<file path="config.mk">
export PLATFORM = sky130hd
export DESIGN_NAME = gb_oam_dma
export DESIGN_NICKNAME = d
export VERILOG_FILES = /design/src/rtl/gb_cpu_common_pkg.sv /design/src/rtl/gb_oam_dma.sv
export SDC_FILE = /design/constraint.sdc
export NUM_CORES = 1
export LEC_CHECK = 0
export ABC_AREA = 1
export CAP_MARGIN = 20
export CELL_PAD_IN_SITES_DETAIL_PLACEMENT = 1
export CELL_PAD_IN_SITES_GLOBAL_PLACEMENT = 1
export CORE_MARGIN = 1
export CORE_UTILIZATION = 28
export DETAILED_ROUTE_END_ITERATION = 10
export GPL_TIMING_DRIVEN = 0
export PLACE_DENSITY = 0.87
export SETUP_SLACK_MARGIN = 0.15
export SYNTH_ARGS = -nofsm -noshare
export SYNTH_HDL_FRONTEND = slang
export SYNTH_SLANG_ARGS = --single-unit
</file>
<file path="constraint.sdc">
create_clock -name clk -period 2.4 [get_ports clk]
set_input_delay 0.6 -clock clk [delete_from_list [all_inputs] [get_ports clk]]
set_output_delay 0.6 -clock clk [all_outputs]
set_load 0.02 [all_outputs]
</file>
<file path="src/rtl/gb_cpu_common_pkg.sv">
// Shared constants and types for the gameboy CPU core and its bus-side
// helpers, including the OAM DMA controller.
package gb_cpu_common_pkg;

  typedef enum logic [1:0] {
    DMA_IDLE  = 2'd0,
    DMA_START = 2'd1,
    DMA_XFER  = 2'd2
  } dma_state_t;

  localparam logic [15:0] DMA_REG_ADDR     = 16'hFF46;
  localparam logic [7:0]  OAM_DMA_LEN      = 8'd160;
  localparam logic [15:0] HI_REGION_BASE   = 16'hFF00;
  localparam logic [7:0]  DMA_BLOCKED_READ = 8'hFF;

endpackage

</file>
<file path="src/rtl/gb_oam_dma.sv">
// OAM DMA controller and CPU bus arbiter. A CPU write to FF46 copies 160
// bytes from {src, 8'h00} into OAM, one byte per M-cycle, while the CPU is
// confined to the FF00-FFFF region. The OAM write trails each read by one
// cycle so the external read data can be registered first.
// Optional feature macro: GB_OAM_DMA_START_DELAY_EN inserts a one-cycle
// START state between the FF46 write and the first source read.
module gb_oam_dma
  import gb_cpu_common_pkg::*;
(
  input  logic        clk,
  input  logic        reset,
  input  logic [15:0] cpu_addr_i,
  input  logic [7:0]  cpu_data_i,
  input  logic        cpu_drive_data_bus_i,
  output logic [7:0]  cpu_data_o,
  output logic [15:0] ext_addr_o,
  output logic [7:0]  ext_data_o,
  output logic        ext_wren_o,
  input  logic [7:0]  ext_data_i,
  output logic [7:0]  hi_addr_o,
  output logic [7:0]  hi_data_o,
  output logic        hi_wren_o,
  input  logic [7:0]  hi_data_i,
  output logic [7:0]  oam_addr_o,
  output logic [7:0]  oam_data_o,
  output logic        oam_wren_o,
  output logic        busy_o
);

  dma_state_t state_q, state_d;
  logic [7:0] src_q, src_d;
  logic [7:0] idx_q, idx_d;
  logic [7:0] byte_q, byte_d;
  logic [7:0] wr_idx_q, wr_idx_d;
  logic       wr_pending_q, wr_pending_d;

  logic hi_region;
  logic dma_reg_hit;
  logic trigger;
  logic busy;

  assign hi_region   = (cpu_addr_i >= HI_REGION_BASE);
  assign dma_reg_hit = (cpu_addr_i == DMA_REG_ADDR);
  assign trigger     = dma_reg_hit && cpu_drive_data_bus_i;
  assign busy        = (state_q != DMA_IDLE) || wr_pending_q;
  assign busy_o      = busy;

  // State register; reset drops any pending OAM write.
  always_ff @(posedge clk) begin
    if (reset) begin
      state_q      <= DMA_IDLE;
      src_q        <= 8'h00;
      idx_q        <= 8'h00;
      byte_q       <= 8'h00;
      wr_idx_q     <= 8'h00;
      wr_pending_q <= 1'b0;
    end else begin
      state_q      <= state_d;
      src_q        <= src_d;
      idx_q        <= idx_d;
      byte_q       <= byte_d;
      wr_idx_q     <= wr_idx_d;
      wr_pending_q <= wr_pending_d;
    end
  end

  // Sequencing: a read in XFER always completes, then a trigger may restart.
  always_comb begin
    state_d      = state_q;
    src_d        = src_q;
    idx_d        = idx_q;
    byte_d       = byte_q;
    wr_idx_d     = wr_idx_q;
    wr_pending_d = 1'b0;
    case (state_q)
      DMA_START: state_d = DMA_XFER;
      DMA_XFER: begin
        byte_d       = ext_data_i;
        wr_idx_d     = idx_q;
        wr_pending_d = 1'b1;
        if (idx_q == OAM_DMA_LEN - 8'd1) begin
          state_d = DMA_IDLE;
        end else begin
          idx_d = idx_q + 8'd1;
        end
      end
      default: state_d = state_q;
    endcase
    if (trigger) begin
      src_d = cpu_data_i;
      idx_d = 8'h00;
`ifdef GB_OAM_DMA_START_DELAY_EN
      state_d = DMA_START;
`else
      state_d = DMA_XFER;
`endif
    end
  end

  // Bus routing: DMA owns the external bus while busy, CPU keeps FFxx.
  always_comb begin
    ext_addr_o = 16'h0000;
    ext_data_o = 8'h00;
    ext_wren_o = 1'b0;
    hi_addr_o  = cpu_addr_i[7:0];
    hi_data_o  = cpu_data_i;
    hi_wren_o  = hi_region && cpu_drive_data_bus_i && !dma_reg_hit;
    oam_wren_o = wr_pending_q;
    oam_addr_o = wr_pending_q ? wr_idx_q : 8'h00;
    oam_data_o = wr_pending_q ? byte_q : 8'h00;
    if (state_q == DMA_XFER) begin
      ext_addr_o = {src_q, idx_q};
    end else if (!busy && !hi_region) begin
      ext_addr_o = cpu_addr_i;
      ext_data_o = cpu_data_i;
      ext_wren_o = cpu_drive_data_bus_i;
    end
    if (hi_region) begin
      cpu_data_o = dma_reg_hit ? src_q : hi_data_i;
    end else begin
      cpu_data_o = busy ? DMA_BLOCKED_READ : ext_data_i;
    end
  end

endmodule

</file>
# Word level (Yosys, flattened, before mapping)
# Cells that the tools add are included.
[totals] inputBits=43 regBits=35
[op_classes] order_cmp=1 add_sub_neg=1 n_eq_ne=6 bitwise=1 n_mux=15 n_reduce_logical=15
[op_table] op="$mux 8" count=7
[op_table] op="$mux 16" count=2
[op_table] op="$eq 16x16->1 const B" count=1
[op_table] op="$ge 16x16->1 const B" count=1
[op_table] op="$add 8x1->8 const B" count=1
[op_table] op="$eq 8x8->1 const B" count=1
[op_table] op="$reduce_and 2->1" count=3
[op_table] op="$logic_and 1x1->1" count=4
[op_table] op="$mux 2" count=2
[op_table] op="$pmux 2 s2" count=1
[op_table] op="$reduce_bool 2->1" count=2
[op_table] op="$logic_not 1->1" count=3
[op_table] op="$mux 1" count=3
[op_table] op="$ne 3x3->1 const B" count=1
[op_table] op="$reduce_bool 3->1" count=1
[op_table] op="$eq 2x1->1 const B" count=1
[op_table] op="$eq 2x2->1 const B" count=1
[op_table] op="$ne 2x2->1 const B" count=1
[op_table] op="$reduce_or 2->1" count=1
[op_table] op="$logic_or 1x1->1" count=1
[op_table] op="$not 1->1" count=1

# Logic depth before layout (Yosys ltp)
# Gate-level depths: netlist of the first run.
[depth] depth_word=6 depth_mapped=9 depth_no_buf=9

# Worst setup path after synthesis of the first run
# No wires, ideal clock.
[synth_path] kind="input-to-output" from="input cpu_addr_i[15]" to="output ext_addr_o[0]" stages=6 path_slack_ps=257 arrival_time_ps=1543 required_time_ps=1800 path_cell_list="nand2_1 > nor2_2 > nand2_2 > nand2_2 > buf_6 > o21ai_0"
[synth_between] elab_chain_len=5
[synth_rtl] item="start: declaration" line_no="gb_oam_dma.sv:12" source="input logic [15:0] cpu_addr_i,"
[synth_rtl] item="$ge 16x16->1" line_no="gb_oam_dma.sv:42" source="assign hi_region = (cpu_addr_i >= HI_REGION_BASE);"
[synth_rtl] item="$logic_not 1->1" line_no="gb_oam_dma.sv:113" source="end else if (!busy && !hi_region) begin"
[synth_rtl] item="$logic_and 1x1->1" line_no="gb_oam_dma.sv:113"
[synth_rtl] item="$mux 16" line_no="gb_oam_dma.sv:113"
[synth_rtl] item="$mux 16" line_no="gb_oam_dma.sv:111" source="if (state_q == DMA_XFER) begin"
[synth_rtl] item="end: declaration" line_no="gb_oam_dma.sv:16" source="output logic [15:0] ext_addr_o,"
# Every way passes these cells.

# Final worst setup path of the first run
[layout_path] from="input cpu_drive_data_bus_i" to="output hi_wren_o"
[layout_between] elab_chain_len=2
[layout_rtl] item="start: declaration" line_no="gb_oam_dma.sv:14" source="input logic cpu_drive_data_bus_i,"
[layout_rtl] item="$logic_and 1x1->1 (2 in series)" line_no="gb_oam_dma.sv:107" source="hi_wren_o = hi_region && cpu_drive_data_bus_i && !dma_reg_hit;"
[layout_rtl] item="end: declaration" line_no="gb_oam_dma.sv:22" source="output logic hi_wren_o,"
# Every way passes these cells.

==> insert_results.sql, run 1 <==
INSERT INTO impl_metrics (metric_group, metric, value, unit) VALUES
('run_status', 'status', 'complete, no violations', ''),
('clocking', 'insertion_delay', '0.30', 'ns'),
('clocking', 'ctsRootBufferMaster', 'sky130_fd_sc_hd__clkbuf_8', ''),
('sta', 'rsz0062_at_grt', 'false', ''),
('worst_setup_path', 'path_max_fanout', '3', ''),
('cells_and_area', 'count_of_antenna_diodes_in_the_layout', '0', ''),
('power_and_ir_drop', 'worst_vdd_rail_ir_drop', '220.1', 'µV'),
('power_and_ir_drop', 'clockPowerShare', '38.2', '%'),
('logic_synthesis', 'post_synth.cell_area_avg', '5.927', 'µm²'),
('clocking', 'cts.path.max_buffers', '2', ''),
('clocking', 'cts_made_buffers', '5', ''),
('sta', 'fin_crit_sh', '93.84', '%'),
('floorplanning', 'pin_count', '111', ''),
('route', 'detail_route.wl_per_cell', '15.02', 'µm'),
('logic_synthesis', 'synthTopCellsByArea', 'sky130_fd_sc_hd__dfxtp_1, sky130_fd_sc_hd__nand2_1, sky130_fd_sc_hd__nor2_1', ''),
('logic_synthesis', 'netlist.area_leader.share', '29.91', '%'),
('worst_setup_path', 'kind_of_cell_with_the_highest_combined_delay_on_the_critical_path', 'buffers and inverters', ''),
('sta', 'worst_slew_margin_rel', '67.98', '%'),
('worst_setup_path', 'critical_path.startpoint_type', 'input pin', ''),
('power_and_ir_drop', 'seq_power_share', '40.1', '%'),
('worst_setup_path', 'critPathKind', 'in2out', ''),
('floorplanning', 'start_util', '29.15', '%'),
('floorplanning', 'fp-row-count', '32', ''),
('sta', 'post-route-min-period', '2.252', 'ns'),
('logic_synthesis', 'ys_ff_latch', '34', ''),
('sta', 'timing.final.setup_violations', '0', ''),
('power_and_ir_drop', 'internal_power', '1.024', 'mW'),
('global_routing', 'first_global_vias', '3013', ''),
('worst_setup_path', 'cp.arrival', '1.65', 'ns'),
('floorplanning', 'dieArea', '0.008493', 'mm²'),
('worst_setup_path', 'slowest_cell_delay_on_critical_path', '0.56', 'ns'),
('route', 'drt_iter0_markers', '71', ''),
('sta', 'finalClockSkew', '0.01323', 'ns'),
('sta', 'timing_hold_violations_final', '0', ''),
('global_routing', 'grt.overflow.total', '0', ''),
('logic_synthesis', 'synthesis.nets', '428', ''),
('global_routing', 'grt_first_pass_wirelength', '14.22', 'mm'),
('global_routing', 'grtUsageTotal', '21.28', '%'),
('place', 'gp_weighted_congestion', '0.8377', ''),
('power_and_ir_drop', 'total_power_density_per_cell_area', '372.8', 'mW/mm²'),
('logic_synthesis', 'synth_cells', '384', ''),
('clocking', 'number_of_hold_buffers_added_after_cts', '0', ''),
('floorplanning', 'floorplan.die.width', '92.16', 'µm'),
('floorplanning', 'floorplan.die.height', '92.16', 'µm'),
('logic_synthesis', 'synthDistinctLibCells', '26', ''),
('logic_synthesis', 'synth.yosys.seq_area_share', '29.91', '%'),
('worst_setup_path', 'critical_path_required', '1.80', 'ns'),
('cells_and_area', 'drive_gt1_share', '28.40', '%'),
('place', 'io_buffer_count', '110', ''),
('sta', 'tightestPinTransition', '0.4803', 'ns'),
('run', 'max_cap_violations', '0', ''),
('logic_synthesis', 'mappedNetlistArea', '0.002276', 'mm²'),
('sta', 'maxClockFrequency', '444.0', 'MHz'),
('cells_and_area', 'final_nets', '557', ''),
('sta', 'final.setup.worst_slack', '0.1478', 'ns'),
('cells_and_area', 'mostFrequentLayoutCell', 'sky130_fd_sc_hd__nand2_1', ''),
('clocking', 'clock-sinks', '34', ''),
('logic_synthesis', 'number_of_synthesis_warnings', '0', ''),
('sta', 'hold_slack', '0.4675', 'ns'),
('clocking', 'htree_num_levels', '2', ''),
('power_and_ir_drop', 'share_comb_of_total_power', '21.7', '%'),
('route', 'ant_nets', '0', ''),
('cells_and_area', 'number_of_fill_cells', '1034', ''),
('place', 'pre_cts_ws', '-0.9393', 'ns'),
('logic_synthesis', 'synth_area_leader_cell', 'sky130_fd_sc_hd__dfxtp_1', ''),
('floorplanning', 'core_area', '0.007807', 'mm²'),
('place', 'dp_hpwl', '6.700', 'mm'),
('cells_and_area', 'area.growth.synth_to_final', '65.75', '%'),
('cells_and_area', 'highest_count_cells_in_the_layout_ignoring_fill_and_taps', 'sky130_fd_sc_hd__nand2_1, sky130_fd_sc_hd__nor2_1, sky130_fd_sc_hd__inv_1', ''),
('route', 'drtPass1Iterations', '4', ''),
('sta', 'final_max_slew_viol_count', '0', '');
## worst min-delay path, stage by stage (launching register included)
cell and delay (ns):
sky130_fd_sc_hd__dfxtp_1 0.31, sky130_fd_sc_hd__nand2_1 0.06, sky130_fd_sc_hd__a21oi_1 0.05
## flip-flops by register name (all words and copies together) (netlist names)
name and count:
idx_q 8, src_q 8, byte_q 8, wr_idx_q 8, oam_wren_o 1, state_q 1
## cell usage after synthesis
master and instances:
sky130_fd_sc_hd__a21oi_1 17, sky130_fd_sc_hd__buf_1 1, sky130_fd_sc_hd__buf_2 5, sky130_fd_sc_hd__buf_4 17, sky130_fd_sc_hd__buf_6 3, sky130_fd_sc_hd__clkbuf_1 3, sky130_fd_sc_hd__dfxtp_1 34, sky130_fd_sc_hd__ha_1 1
sky130_fd_sc_hd__inv_1 48, sky130_fd_sc_hd__inv_2 4, sky130_fd_sc_hd__nand2_1 125, sky130_fd_sc_hd__nand2_2 4, sky130_fd_sc_hd__nand2_4 1, sky130_fd_sc_hd__nand3_1 26, sky130_fd_sc_hd__nand3_2 1, sky130_fd_sc_hd__nand3_4 1
sky130_fd_sc_hd__nand4_1 1, sky130_fd_sc_hd__nor2_1 62, sky130_fd_sc_hd__nor2_2 3, sky130_fd_sc_hd__nor2_4 3, sky130_fd_sc_hd__nor2_8 1, sky130_fd_sc_hd__o21ai_0 14, sky130_fd_sc_hd__o21ai_1 2, sky130_fd_sc_hd__or2_0 1
sky130_fd_sc_hd__or2_2 5, sky130_fd_sc_hd__xor2_1 1
## final timing paths
check	startpoint	end	slack, ns	cells past startpoint
worst min register to register	wr_idx_q[4]$_SDFFE_PP0P_	wr_idx_q[4]$_SDFFE_PP0P_	0.47	2
worst max-delay path	cpu_drive_data_bus_i	hi_wren_o	0.15	4
worst min-delay path	wr_idx_q[4]$_SDFFE_PP0P_	wr_idx_q[4]$_SDFFE_PP0P_	0.47	2
worst max register to register	idx_q[1]$_SDFFE_PP0P_	idx_q[1]$_SDFFE_PP0P_	0.92	9
## repair_timing
item / in CTS / in global routing
buffers inserted: 8 / 3
pin swaps: 20 / 21
resized for setup: 245 / 67
setup endpoints to repair: 60 / 35
cloned: 1 / 0
## per-layer routing
layer | wire, µm | GRT usage [%] | vias up
li1 | - | - | 1405
met1 | 3705 | 23.76 | 1395
met2 | 5017 | 40.67 | 73
met3 | 402 | 4.726 | 13
met4 | 127 | 4.557 | 0
met5 | 0 | 0 | -
## final cells by class
class	instances	area, µm²	share of cell area [%]
well taps	102	127.6	3.383
flip-flops and latches	34	680.7	18.04
repair buffers	122	1070	28.36
clock buffers	7	76.32	2.023
plain buffers	29	222.7	5.904
clock inverters	1	30.03	0.7960
multi-input cells	269	1358	35.99
inverters	52	207.7	5.506
## per-stage QoR
step / power, mW / instances / setup TNS (ns) / area, µm² / util (%)
3_3_place_gp: 0.8824 / 596 / -24.06 / 3505 / 44.89
3_5_place_dp: 0.8877 / 596 / -25.48 / 3505 / 44.89
4_1_cts: 1.391 / 613 / 0 / 3699 / 47.37
2_1_floorplan: 0.7073 / 384 / 0 / 2276 / -
5_1_grt: 1.455 / 616 / 0 / 3772 / 48.32
6_report: 1.406 / 616 / 0 / 3772 / 48.32
## logic make-up after synthesis
group	after synthesis	synth area share, %
AO/OA/AOI/OAI	33	7.257
XOR/XNOR	1	0.3849
buffers and inverters	81	17.43
adder cells (fa/ha/maj)	1	0.5497
AND/OR/NAND/NOR	234	44.47
flip-flops	34	29.91
## power groups by stage
stage	sequential, mW	combinational (mW)	clock, mW
2_1_floorplan	0.577	0.130	0
3_3_place_gp	0.577	0.306	0
3_5_place_dp	0.577	0.311	0
4_1_cts	0.564	0.296	0.531
5_1_grt	0.563	0.324	0.567
6_report	0.564	0.305	0.537
(Power assumes the default switching activity.)
==> run 2, diff against run 1 <==
CORE_UTILIZATION = 26   (was 28)
PLACE_DENSITY = 0.82   (was 0.87)
clock period = 2.3 ns   (was 2.4 ns; I/O delays follow)
==> insert_results.sql, run 2 (synthesis gave the netlist of run 1 again) <==
INSERT INTO impl_metrics (metric_group, metric, value, unit) VALUES
('cells_and_area', 'final-instance-count-excl-fill', '630', ''),
('sta', 'hold_slack', '0.4728', 'ns'),
('clocking', 'clock-sinks', '34', ''),
('global_routing', 'grt_antenna_before_repair', '0', ''),
('sta', 'maxClockFrequency', '442.4', 'MHz'),
('run_status', 'status', 'complete, no violations', ''),
('cells_and_area', 'total_non_filler_cell_area_in_the_finished_layout', '0.003975', 'mm²'),
('route', 'drt-total-wl', '10.44', 'mm'),
('floorplanning', 'floorplan.die.height', '95.56', 'µm'),
('sta', 'final_max_slew_viol_count', '0', ''),
('floorplanning', 'dieArea', '0.009132', 'mm²'),
('sta', 'tns', '0', 'ns'),
('place', 'gp_weighted_congestion', '0.8427', ''),
('place', 'place_area', '0.003508', 'mm²'),
('clocking', 'insertion_delay', '0.30', 'ns'),
('power_and_ir_drop', 'clockPowerShare', '31.7', '%'),
('cells_and_area', 'postLayoutCoreUtil', '47.66', '%'),
('worst_setup_path', 'startpoint', 'cpu_addr_i[15]', ''),
('worst_setup_path', 'setup.worst_path.end_class', 'primary output', ''),
('clocking', 'htree_num_levels', '2', ''),
('floorplanning', 'pin_count', '111', ''),
('place', 'dp_hpwl', '6.967', 'mm'),
('power_and_ir_drop', 'internal_power', '0.9681', 'mW'),
('sta', 'final.setup.worst_slack', '0.03956', 'ns'),
('sta', 'rsz0062_at_grt', 'true', ''),
('clocking', 'cts.path.max_buffers', '2', ''),
('place', 'io_buffer_count', '110', ''),
('sta', 'post-route-min-period', '2.260', 'ns'),
('power_and_ir_drop', 'leakage', '2.056', 'nW'),
('sta', 'finalClockSkew', '0.01071', 'ns'),
('route', 'drtPass1Iterations', '6', ''),
('min_path', 'hold_depth', '2', ''),
('worst_setup_path', 'critical_path.startpoint_type', 'input pin', ''),
('min_path', 'timing.hold.worst.start', 'wr_idx_q[2]$_SDFFE_PP0P_', ''),
('clocking', 'number_of_hold_buffers_added_after_cts', '0', ''),
('worst_setup_path', 'regToRegStartpoint', 'idx_q[0]$_SDFFE_PP0P_', ''),
('cells_and_area', 'drive_gt1_share', '31.81', '%'),
('power_and_ir_drop', 'seq_power_share', '43.1', '%'),
('clocking', 'cts_made_buffers', '5', ''),
('global_routing', 'grt_first_pass_wirelength', '14.88', 'mm'),
('clocking', 'cts_tree', 'built', ''),
('cells_and_area', 'highest_count_cells_in_the_layout_ignoring_fill_and_taps', 'sky130_fd_sc_hd__nand2_1, sky130_fd_sc_hd__nor2_1, sky130_fd_sc_hd__buf_4', ''),
('power_and_ir_drop', 'worst_vdd_rail_ir_drop', '195.1', 'µV'),
('worst_setup_path', 'critical_path_required', '1.73', 'ns'),
('worst_setup_path', 'critPathKind', 'in2out', ''),
('place', 'placed_cells_incl_taps', '599', ''),
('route', 'ant_nets', '0', ''),
('route', 'avgViaCountPerCell', '4.756', ''),
('route', 'routed-via-count', '2996', ''),
('route', 'drc_violations_left', '0', ''),
('sta', 'fin_crit_sh', '98.28', '%'),
('clocking', 'ctsRootBufferMaster', 'sky130_fd_sc_hd__clkbuf_8', ''),
('global_routing', 'grtUsageTotal', '21.40', '%'),
('clocking', 'clk_transition_reported_paths', '0.07', 'ns'),
('power_and_ir_drop', 'share_comb_of_total_power', '25.2', '%'),
('power_and_ir_drop', 'p_sw_share', '29.01', '%'),
('worst_setup_path', 'reg2regPathDepth', '9', ''),
('cells_and_area', 'count_of_antenna_diodes_in_the_layout', '0', ''),
('floorplanning', 'core_area', '0.008341', 'mm²'),
('route', 'detail_route.wl_per_cell', '16.57', 'µm'),
('cells_and_area', 'area.growth.synth_to_final', '74.66', '%'),
('floorplanning', 'start_util', '27.29', '%'),
('floorplanning', 'fp-row-count', '33', ''),
('place', 'pre_cts_ws', '-0.9790', 'ns'),
('worst_setup_path', 'path_max_fanout', '8', ''),
('global_routing', 'grt.overflow.total', '0', ''),
('sta', 'worst_slew_margin_rel', '62.04', '%'),
('cells_and_area', 'final_nets', '569', ''),
('global_routing', 'first_global_vias', '3069', ''),
('power_and_ir_drop', 'design_power_total', '1.364', 'mW'),
('global_routing', 'largest_net_degree_at_the_start_of_global_routing', '11', ''),
('sta', 'timing_hold_violations_final', '0', ''),
('min_path', 'worst_hold_path.endpoint', 'wr_idx_q[2]$_SDFFE_PP0P_', ''),
('worst_setup_path', 'cp.arrival', '1.69', 'ns'),
('cells_and_area', 'number_of_fill_cells', '1088', ''),
('sta', 'timing.final.setup_violations', '0', ''),
('run', 'max_cap_violations', '0', ''),
('cells_and_area', 'mostFrequentLayoutCell', 'sky130_fd_sc_hd__nand2_1', ''),
('worst_setup_path', 'regToRegSetupSlack', '0.84', 'ns'),
('worst_setup_path', 'critical_path.reg2reg.endpoint', 'idx_q[2]$_SDFFE_PP0P_', ''),
('sta', 'tightestPinTransition', '0.5694', 'ns'),
('route', 'drt_iter0_markers', '141', ''),
('min_path', 'hold_class', 'reg2reg', ''),
('power_and_ir_drop', 'total_power_density_per_cell_area', '343.0', 'mW/mm²'),
('floorplanning', 'floorplan.die.width', '95.56', 'µm'),
('power_and_ir_drop', 'p_sw', '0.3955', 'mW');
[run 2: final cells by class]
cell class                 instances  area (µm²)  share of cell area, %
timing repair buffer             134        1244                  31.29
inverter                          52       212.7                  5.351
buffer                            29       224.0                  5.634
multi-input combinational        269        1405                  35.35
tap                              105       131.4                  3.305
clock buffer                       7       76.32                  1.920
sequential                        34       681.9                  17.15
[run 2: worst max path at each step]
stage / end / slack, ns / cells past startpoint
floorplan: ext_addr_o[0] / 0.21 / 6
global placement: cpu_data_o[7] / -0.94 / 8
detailed placement: cpu_data_o[7] / -0.98 / 8
CTS: cpu_data_o[7] / 0.08 / 8
global route: ext_data_o[7] / -0.009 / 9
finish: cpu_data_o[1] / 0.04 / 10
[run 2: repair_timing]
action / CTS / global route
pin swaps: 24 / 19
buffers inserted: 14 / 8
setup endpoints to repair: 63 / 29
gates resized for setup: 296 / 56
cloned: 1 / 1
[run 2: worst max-delay path, stage by stage]
cell and delay, ns:
sky130_fd_sc_hd__buf_8 0.08, sky130_fd_sc_hd__nand2_4 0.05, sky130_fd_sc_hd__nor2_4 0.17, sky130_fd_sc_hd__nand2_4 0.11, sky130_fd_sc_hd__buf_6 0.13, sky130_fd_sc_hd__buf_6 0.12
sky130_fd_sc_hd__clkinv_8 0.07, sky130_fd_sc_hd__nand3_4 0.07, sky130_fd_sc_hd__a21oi_4 0.17, sky130_fd_sc_hd__buf_6 0.14
[run 2: per-layer routing]
| layer | vias up | wire length (µm) | track usage, % |
|---|---|---|---|
| met5 | - | 0 | 0 |
| met4 | 0 | 252 | 6.841 |
| met3 | 25 | 649 | 4.705 |
| met2 | 109 | 5477 | 39.35 |
| met1 | 1436 | 4062 | 24.32 |
| li1 | 1426 | - | - |
[run 2: power groups by stage]
stage,registers (mW),logic (mW),clock network [mW]
after CTS,0.588,0.311,0.431
final,0.588,0.343,0.432
after global placement,0.602,0.320,0
after detailed placement,0.602,0.323,0
after floorplan,0.602,0.136,0
after global routing,0.588,0.362,0.465
==> run 3, diff against run 2 <==
CAP_MARGIN = 5   (was 20)
PLACE_DENSITY = 0.87   (was 0.82)
==> insert_results.sql, run 3 (synthesis gave the netlist of run 1 again) <==
INSERT INTO impl_metrics (metric_group, metric, value, unit) VALUES
('sta', 'maxClockFrequency', '453.5', 'MHz'),
('floorplanning', 'start_util', '27.29', '%'),
('worst_setup_path', 'cpMostUsedCell', 'sky130_fd_sc_hd__buf_6', ''),
('cells_and_area', 'total_non_filler_cell_area_in_the_finished_layout', '0.004090', 'mm²'),
('worst_setup_path', 'critical_path.startpoint_type', 'flip-flop', ''),
('floorplanning', 'fp-row-count', '33', ''),
('power_and_ir_drop', 'p_sw_share', '29.00', '%'),
('cells_and_area', 'drive_gt1_share', '33.91', '%'),
('worst_setup_path', 'crit_path_cell_trace', 'buf_6, nor2_4, nand2_8, buf_12, buf_8, o21ai_2, buf_6', ''),
('power_and_ir_drop', 'seq_power_share', '38.1', '%'),
('min_path', 'hold_depth', '2', ''),
('route', 'drt_iter0_markers', '136', ''),
('floorplanning', 'floorplan.die.height', '95.56', 'µm'),
('run_status', 'status', 'complete, no violations', ''),
('worst_setup_path', 'path_max_fanout', '7', ''),
('route', 'drt-total-wl', '11.32', 'mm'),
('clocking', 'htree_num_levels', '2', ''),
('place', 'place_area', '0.003508', 'mm²'),
('worst_setup_path', 'critical_path_required', '1.73', 'ns'),
('sta', 'rsz0062_at_grt', 'true', ''),
('clocking', 'cts.path.max_buffers', '2', ''),
('worst_setup_path', 'regToRegSetupSlack', '0.81', 'ns'),
('sta', 'final_max_slew_viol_count', '0', ''),
('cells_and_area', 'postLayoutCoreUtil', '49.04', '%'),
('power_and_ir_drop', 'p_sw', '0.4473', 'mW'),
('sta', 'finalClockSkew', '0.02036', 'ns'),
('worst_setup_path', 'critPathKind', 'reg2out', ''),
('power_and_ir_drop', 'worst_vdd_rail_ir_drop', '311.7', 'µV'),
('route', 'avgViaCountPerCell', '4.869', ''),
('global_routing', 'grt.overflow.total', '0', ''),
('sta', 'worst_slew_margin_rel', '59.47', '%'),
('power_and_ir_drop', 'share_comb_of_total_power', '24.2', '%'),
('power_and_ir_drop', 'design_power_total', '1.542', 'mW'),
('clocking', 'clk_transition_reported_paths', '0.09', 'ns'),
('sta', 'tightestPinTransition', '0.6080', 'ns'),
('min_path', 'worst_hold_path.endpoint', 'wr_idx_q[3]$_SDFFE_PP0P_', ''),
('cells_and_area', 'highest_count_cells_in_the_layout_ignoring_fill_and_taps', 'sky130_fd_sc_hd__nand2_1, sky130_fd_sc_hd__nor2_1, sky130_fd_sc_hd__inv_1', ''),
('clocking', 'clock-sinks', '34', ''),
('power_and_ir_drop', 'total_power_density_per_cell_area', '377.0', 'mW/mm²'),
('cells_and_area', 'count_of_antenna_diodes_in_the_layout', '0', ''),
('worst_setup_path', 'setup.worst_path.end_class', 'primary output', ''),
('clocking', 'number_of_hold_buffers_added_after_cts', '0', ''),
('sta', 'timing_hold_violations_final', '0', ''),
('clocking', 'ctsRootBufferMaster', 'sky130_fd_sc_hd__clkbuf_8', ''),
('worst_setup_path', 'worst_path_max_delay_cell', 'sky130_fd_sc_hd__dfxtp_1', ''),
('worst_setup_path', 'reg2regPathDepth', '9', ''),
('route', 'ant_nets', '0', ''),
('place', 'gp_weighted_congestion', '0.8382', ''),
('global_routing', 'grt_antenna_before_repair', '0', ''),
('route', 'routed-via-count', '3053', ''),
('sta', 'post-route-min-period', '2.205', 'ns'),
('sta', 'timing.final.setup_violations', '0', ''),
('global_routing', 'grt_first_pass_wirelength', '15.05', 'mm'),
('worst_setup_path', 'slowest_cell_delay_on_critical_path', '0.34', 'ns'),
('cells_and_area', 'area.growth.synth_to_final', '79.71', '%'),
('place', 'io_buffer_count', '110', ''),
('global_routing', 'largest_net_degree_at_the_start_of_global_routing', '12', ''),
('route', 'detail_route.wl_per_cell', '18.05', 'µm'),
('cells_and_area', 'mostFrequentLayoutCell', 'sky130_fd_sc_hd__nand2_1', ''),
('global_routing', 'grtUsageTotal', '21.52', '%'),
('route', 'drc_violations_left', '0', ''),
('worst_setup_path', 'regToRegStartpoint', 'idx_q[1]$_SDFFE_PP0P_', ''),
('clocking', 'cts_tree', 'built', ''),
('floorplanning', 'floorplan.die.width', '95.56', 'µm'),
('run', 'max_cap_violations', '0', ''),
('power_and_ir_drop', 'clockPowerShare', '37.6', '%'),
('cells_and_area', 'final_nets', '565', ''),
('power_and_ir_drop', 'internal_power', '1.095', 'mW'),
('worst_setup_path', 'critical_path.reg2reg.endpoint', 'idx_q[2]$_SDFFE_PP0P_', ''),
('place', 'dp_hpwl', '6.944', 'mm'),
('floorplanning', 'pin_count', '111', ''),
('worst_setup_path', 'cp.arrival', '1.63', 'ns'),
('min_path', 'timing.hold.worst.start', 'wr_idx_q[3]$_SDFFE_PP0P_', ''),
('min_path', 'hold_class', 'reg2reg', ''),
('floorplanning', 'core_area', '0.008341', 'mm²'),
('route', 'drtPass1Iterations', '6', ''),
('global_routing', 'first_global_vias', '3062', ''),
('power_and_ir_drop', 'leakage', '2.085', 'nW'),
('clocking', 'cts_made_buffers', '5', ''),
('sta', 'fin_crit_sh', '95.87', '%'),
('floorplanning', 'dieArea', '0.009132', 'mm²'),
('clocking', 'insertion_delay', '0.32', 'ns'),
('cells_and_area', 'number_of_fill_cells', '1075', '');
## run 3: through the flow
stage	TNS, ns	worst slack [ns]	hold slack (ns)	instances
after global routing	0	0.02568	0.5057	627
after CTS	0	0.1223	0.4718	621
after global placement	-26.56	-0.8920	0.4507	599
after floorplan	0	0.2069	0.4396	384
final	0	0.09503	0.4742	627
after detailed placement	-29.48	-0.9633	0.4564	599
## run 3: power groups by stage
| stage | clock network [mW] | registers, mW | logic, mW |
|---|---|---|---|
| finish | 0.580 | 0.588 | 0.374 |
| global route | 0.592 | 0.588 | 0.392 |
| CTS | 0.555 | 0.588 | 0.302 |
| detailed placement | 0 | 0.602 | 0.325 |
| global placement | 0 | 0.602 | 0.320 |
| floorplan | 0 | 0.602 | 0.136 |
## run 3: worst max-delay path, delay by kind of cell, from the launching register on
kind,cells,cell delay (ns)
AND/OR/NAND/NOR,2,0.24
AO/OA/AOI/OAI,1,0.14
flip-flops,1,0.34
buffers and inverters,4,0.59
## run 3: area by class of cell
cell class / instances / area, µm² / area share [%]
multi-input cells: 270 / 1486 / 36.34
repair buffers: 129 / 1249 / 30.53
flip-flops and latches: 34 / 681.9 / 16.67
plain buffers: 29 / 227.7 / 5.567
inverters: 52 / 205.2 / 5.017
well taps: 105 / 131.4 / 3.212
clock buffers: 5 / 68.82 / 1.682
clock inverters: 3 / 40.04 / 0.9789
## run 3: worst max-delay path by stage
stage / startpoint / slack, ns / endpoint
after floorplan: cpu_addr_i[15] / 0.21 / ext_addr_o[0]
final: state_q[1]$_SDFFE_PP0P_ / 0.1 / ext_addr_o[7]
after global placement: cpu_addr_i[15] / -0.89 / cpu_data_o[7]
after CTS: cpu_addr_i[12] / 0.12 / ext_addr_o[7]
after global routing: oam_wren_o$_SDFF_PP0_ / 0.03 / ext_addr_o[0]
after detailed placement: cpu_addr_i[15] / -0.96 / cpu_data_o[7]
## run 3: repair_timing
item / CTS / global route
pin swaps: 19 / 16
endpoints found under the setup margin: 67 / 42
resized for setup: 283 / 105
cloned: 1 / 2
buffers inserted: 13 / 4
## run 3: per-layer routing
layer  track usage, %  share of wire, %  vias up  routed length [µm]
met3            3.429               6.9       23                 786
li1                 -                 -     1425                   -
met5                0                 0        -                   0
met1            24.33                39     1469                4412
met2            41.31                52      136                5855
met4            5.597               2.3        0                 262
